===== src/rtl/fir_seq_ctrl.sv =====
// Sequential 3-tap FIR controller: one shared signed 3x5 multiplier, time-multiplexed over three MAC cycles.
// Define FIR_SEQ_CTRL_SAT_EN to saturate out-of-range sums on o_y instead of wrapping them.
module fir_seq_ctrl #(
    parameter logic signed [4:0] C0 = 5'sd8,
    parameter logic signed [4:0] C1 = 5'sd5,
    parameter logic signed [4:0] C2 = 5'sd10
) (
    input  logic              i_clk,
    input  logic              i_rst,
    input  logic              i_valid,
    output logic              o_ready,
    input  logic signed [2:0] i_x,
    output logic              o_valid,
    input  logic              i_ready,
    output logic signed [6:0] o_y,
    output logic              o_ovf
);

    typedef enum logic [2:0] {
        IDLE = 3'd0,
        MAC0 = 3'd1,
        MAC1 = 3'd2,
        MAC2 = 3'd3,
        OUT  = 3'd4
    } state_t;

    state_t state, state_nxt;

    logic signed [2:0] x0, x1, x2;
    logic signed [8:0] acc;
    logic signed [2:0] x_sel;
    logic signed [4:0] c_sel;
    logic signed [7:0] x_ext, c_ext, prod;
    logic signed [8:0] prod_ext, acc_base, sum;
    logic              accept;

    function automatic logic out_of_range(input logic signed [8:0] v);
        return (v > 9'sd63) || (v < -9'sd64);
    endfunction

    function automatic logic signed [6:0] fit7(input logic signed [8:0] v);
`ifdef FIR_SEQ_CTRL_SAT_EN
        if (v > 9'sd63)
            return 7'sd63;
        else if (v < -9'sd64)
            return -7'sd64;
        else
            return v[6:0];
`else
        return v[6:0];
`endif
    endfunction

    assign accept = i_valid & o_ready;

    always_ff @(posedge i_clk or posedge i_rst) begin
        if (i_rst)
            state <= IDLE;
        else
            state <= state_nxt;
    end

    always_comb begin
        state_nxt = state;
        case (state)
            IDLE:    if (accept) state_nxt = MAC0;
            MAC0:    state_nxt = MAC1;
            MAC1:    state_nxt = MAC2;
            MAC2:    state_nxt = OUT;
            OUT:     if (i_ready) state_nxt = IDLE;
            default: state_nxt = IDLE;
        endcase
    end

    // Handshake outputs plus the tap select feeding the shared multiplier.
    always_comb begin
        o_ready = 1'b0;
        o_valid = 1'b0;
        x_sel   = x0;
        c_sel   = C0;
        case (state)
            IDLE: o_ready = 1'b1;
            MAC1: begin
                x_sel = x1;
                c_sel = C1;
            end
            MAC2: begin
                x_sel = x2;
                c_sel = C2;
            end
            OUT:  o_valid = 1'b1;
            default: ;
        endcase
    end

    assign x_ext    = {{5{x_sel[2]}}, x_sel};
    assign c_ext    = {{3{c_sel[4]}}, c_sel};
    assign prod     = x_ext * c_ext;
    assign prod_ext = {prod[7], prod};
    assign acc_base = (state == MAC0) ? 9'sd0 : acc;
    assign sum      = acc_base + prod_ext;

    // Datapath: delay line shifts on accept; o_y/o_ovf update only when MAC2 completes.
    always_ff @(posedge i_clk or posedge i_rst) begin
        if (i_rst) begin
            x0    <= '0;
            x1    <= '0;
            x2    <= '0;
            acc   <= '0;
            o_y   <= '0;
            o_ovf <= 1'b0;
        end else begin
            if (accept) begin
                x2 <= x1;
                x1 <= x0;
                x0 <= i_x;
            end
            if (state == MAC0 || state == MAC1 || state == MAC2)
                acc <= sum;
            if (state == MAC2) begin
                o_y <= fit7(sum);
                if (out_of_range(sum))
                    o_ovf <= 1'b1;
            end
        end
    end

endmodule

===== config.mk =====
export PLATFORM = sky130hd
export DESIGN_NAME = fir_seq_ctrl
export DESIGN_NICKNAME = d
export VERILOG_FILES = /design/src/rtl/fir_seq_ctrl.sv
export SDC_FILE = /design/constraint.sdc
export NUM_CORES = 1
export LEC_CHECK = 0
export CORE_MARGIN = 2
export CORE_UTILIZATION = 55
export DETAILED_ROUTE_END_ITERATION = 10
export GPL_TIMING_DRIVEN = 0
export PLACE_DENSITY = 0.77
export REMOVE_ABC_BUFFERS = 1
export SYNTH_ARGS = -nofsm -noshare
export SYNTH_HDL_FRONTEND = slang
export SYNTH_SLANG_ARGS = --single-unit

===== constraint.sdc =====
create_clock -name i_clk -period 5.7 [get_ports i_clk]
set_input_delay 0.57 -clock i_clk [delete_from_list [all_inputs] [get_ports i_clk]]
set_output_delay 0.57 -clock i_clk [all_outputs]
set_load 0.1 [all_outputs]

Word level (Yosys, flattened, before mapping). Index checks and enable logic that the tools add are counted.

Register bits after elaboration: 29. Bits of input ports: 7. Output and inout port bits: 10. Logic and storage cells: 32.

$add $sub $neg: 1. Multipliers: 1. $lt $le $gt $ge: 2. Equal/unequal tests: 6. Muxes and demuxes: 8. Bitwise operators: 1. Reduce and logical (&&, ||, !) cells: 6.

Operators by type and width (number): $pmux 3 s5 (1); $add 9x8->9 (1); $gt 9x7->1 const B (1); $lt 9x7->1 const B (1); $mux 9 (1); $mul 3x5->8 (1); $pmux 4 s2 (1); $eq 3x2->1 const B (2); $mux 3 (2); $pmux 3 s2 (1); $ne 2x2->1 const B (2); $reduce_and 2->1 (2); $eq 3x1->1 const B (1); $eq 3x3->1 const B (1); $logic_not 3->1 (1); $logic_or 1x1->1 (3); $mux 1 (2); $and 1x1->1 (1).

Logic depth before layout (Yosys ltp).
Depth in word-level cells: 7. Gate-level depth with buffers: 17. Mapped depth without buffers: 17.

Least setup slack after synthesis. Ideal clock, no wire load.

Path type: reg-to-reg. Start point: register state[2]. End point: register o_ovf. Setup time: 0.134 ns. Arrival: 4.246 ns. Data required time: 5.566 ns. Slack: 1.321 ns. Stages on the path, launching flop included: 17. Path buffers: 0. Period minus slack after synthesis: 4.379 ns. Cells stage by stage: dfrtp_1 nand2b_2 o21a_2 nor2_1 inv_1 fa_1 fa_1 inv_1 fa_1 ha_1 fa_1 a21o_1 a21oi_1 xor2_1 nand4b_1 mux2i_1 a211oi_2.

Cells in the longest elaborated chain, start to end: 7. Elaborated cells on any way between the ends: 12. Classes of those cells: add/sub: 1; mul: 1; order compare: 2; eq/ne: 3; mux: 3; reduce/logical: 2.

Ends and longest elaborated chain: start: declaration (RTL line 27) `state_t state, state_nxt;`; start signal: assignment (RTL line 60) `state <= state_nxt;`; $eq 3x2->1 (on tied branches) (RTL line 81, 120); $pmux 3 s2 or $pmux 4 s2 (tied branches) (RTL line 81) `case (state)`; $mul 3x5->8 (RTL line 98) `assign prod = x_ext * c_ext;`; $add 9x8->9 (RTL line 101) `assign sum = acc_base + prod_ext;`; $gt 9x7->1 or $lt 9x7->1 (tied branches) (RTL line 38) `return (v > 9'sd63) || (v < -9'sd64);`; $logic_or 1x1->1 (RTL line 38); $reduce_and 2->1 (no source line) (*); end signal: assignment (RTL line 111) `o_ovf <= 1'b0;`; end signal: assignment (RTL line 123) `o_ovf <= 1'b1;`; end: declaration (RTL line 16) `output logic o_ovf`.

Mark *: on every way between the ends. The rest lies on a longest branch, timed or not. A chain may end at the register's enable or synchronous reset.

Final worst setup path. Ends and elaborated chain as after synthesis.

==> out/metrics.cfg <==
[logic_synthesis]
synth_edf_count=0
synthArstFlopShare_pct=100
ys_ff_latch=29
synthDistinctLibCells=36
synth_area_mm2=0.00193
syn_area_per_cell_um2=10.3
yosys_warnings=0
ys.flop_type=dfrtp_1
syn_inst=187
ys_seq_area_share_pct=37.6

[sta]
finalCriticalPeriod_ns=4.92
rsz0062_at_grt=no
setup_viol=0
slew_viol_final=0
max_freq_mhz=203
tightest_slew_ns=1.10
relSlewSlack_pct=26.3
timing.final.hold_violations=0
post-route-period-util_pct=86.3
skew_ns=0.0107
tns_ns=0

[setup_path]
worst_path_most_repeated_cell=fa_1
required_ns=5.93
cp_top_family=adder cells
crit_chain=nand2b_2 > nor2_1 > nand2_1 > fa_1 > fa_1 > inv_1 > fa_1 > ha_1 > fa_1 > a21o_1 > a21oi_1 > xor2_1 > nand4b_1 > mux2i_1 > a211oi_2
crit_slowest_cell=fa_1
crit_path_end_kind=flop
critical_path_class=reg2reg
worstReg2RegStart=state[2]
crit_start=state[2]
critPathArrivalTime_ns=5.15
cpPeakStageDelay_ns=0.52
start_kind=flop
worstPathMaxFanout=7
worst-path-buf-inv=1

[global_routing]
grt_pass1_vias=1394
grt_usage_pct=20.7
antenna_found_initial=0
grt_remaining_overflow=0
grt_max_degree=30
grt_pass1_wl_mm=6.30

[cells_and_area]
antenna_cells=0
instances_no_fill=252
syn_to_final_growth_pct=13.5
nFillCells=318
final_layout_size_suffix_gt1_share_pct=14.6
final_nets=238

[floorplan]
die-height_um=63.2
floorplan.initialDensity_pct=57.4
rows=21
io_pins=17
die_w_um=63.2
die-area_mm2=0.00400
core-area_mm2=0.00336

[drt]
drcViolationCount=0
wl_per_cell_um=13.7
first_pass_iters=4
ant_nets=0
num_vias=1326
drt-total-wl_mm=3.44
avgViaCountPerCell=5.26
drt_iter0_drc=49

[clock_network]
cts_tree=yes
cts_max_level=2
clk_latency_ns=0.34
numCtsBuffers=5
clockBufferDepth=2
cts_resized=0
cts_num_sinks=29
cts-root-buf=clkbuf_4
path_clk_slew_ns=0.10
cts_setup_buffers=0
ctsHoldBuffers=0

[place]
dp_cells=244
hpwlAfterDp_mm=2.59
portBuffers=16
gp_congestion=0.817

[worst_hold_path]
worstHoldStart=o_y[3]
min_path_type=reg2reg

[run_status]
status=complete, no violations

[run]
drv_cap=0

## metrics by stage
stage | hold slack [ns] | setup slack (ns) | util (%) | cell area, um2
finish | 0.480 | 0.778 | 65.1 | 2190
global route | 0.515 | 0.412 | 65.1 | 2190
CTS | 0.486 | 0.799 | 65.1 | 2190
detailed placement | 0.463 | 0.827 | 63.1 | 2120
global placement | 0.461 | 0.882 | 63.1 | 2120
floorplan | 0.444 | 1.32 | - | 1900
## kinds of logic (layout without fill, tap and decap cells)
logic type | count (synthesis) | count (layout) | synth area share (%)
adder cells (fa/ha/maj) | 26 | 26 | 20.0
AO/OA/AOI/OAI | 23 | 23 | 7.32
flip-flops | 29 | 29 | 37.6
multiplexers | 15 | 15 | 8.62
XOR/XNOR | 9 | 9 | 4.86
AND/OR/NAND/NOR | 64 | 64 | 17.1
buffers and inverters | 21 | 40 | 4.54
## layer usage
metal  routed length [um]  part of all wire (%)  track usage (%)
met1                 1520                    44             24.1
met2                 1730                    50             35.2
met5                    0                     0                0
met4                   77                   2.2             11.1
met3                  111                   3.2             5.00
## sequential cells by signal, summed over array words and instances, names as in the netlist
signal	count
x0	3
o_ovf	1
acc	9
state	3
x2	3
x1	3
o_y	7
## worst paths after layout
path                               end  cells after the start  slack (ns)
worst max register to register   o_ovf                     15        0.78
worst max-delay path             o_ovf                     15        0.78
worst min register to register  o_y[3]                      2        0.48
max in group asynchronous        x1[0]                      2        4.23
min in group asynchronous       acc[4]                      2        0.80
worst min-delay path            o_y[3]                      2        0.48
## cell usage in the layout, fill, tap and decap left out, types with 2 or more instances in the layout
cell type / instances
clkbuf_8: 2
xnor2_1: 2
a21o_1: 2
fa_1: 8
a21oi_1: 5
nor3_1: 3
o21ai_0: 9
ha_1: 18
clkdlybuf4s50_1: 16
mux2_2: 13
clkbuf_4: 5
o21ai_1: 2
xnor2_2: 2
mux2i_1: 2
nand2_1: 28
and2b_1: 7
or2_2: 2
nor2_1: 11
inv_1: 16
dfrtp_1: 29
xor2_1: 5
and2_1: 4
## tightest hold or removal path: stages (launching register included)
cell	delay (ns)
dfrtp_1	0.35
nand2_1	0.05
nand2_1	0.06
## synth_stat cells, types with 3 or more instances
cell      count  area, um2
a21oi_1       5       25.0
and2_1        4       25.0
and2b_1       7       52.6
clkbuf_1      3       11.3
dfrtp_1      29        726
fa_1          8        160
ha_1         18        225
inv_1        16       60.1
mux2_2       13        146
nand2_1      28        105
nor2_1       11       41.3
nor3_1        3       15.0
o21ai_0       9       45.0
xor2_1        5       43.8
## area by class of cell
type	count	area [um2]	share of cell area (%)
Inverter	16	60.1	2.74
Multi-Input combinational cell	137	1120	51.0
Sequential cell	29	726	33.1
Clock buffer	7	65.1	2.97
Timing Repair Buffer	16	160	7.31
Clock inverter	1	5.00	0.228
Tap cell	46	57.6	2.63
Power is not shown: default switching activity piles up to over one toggle a cycle in this logic, so the estimate is an artifact.
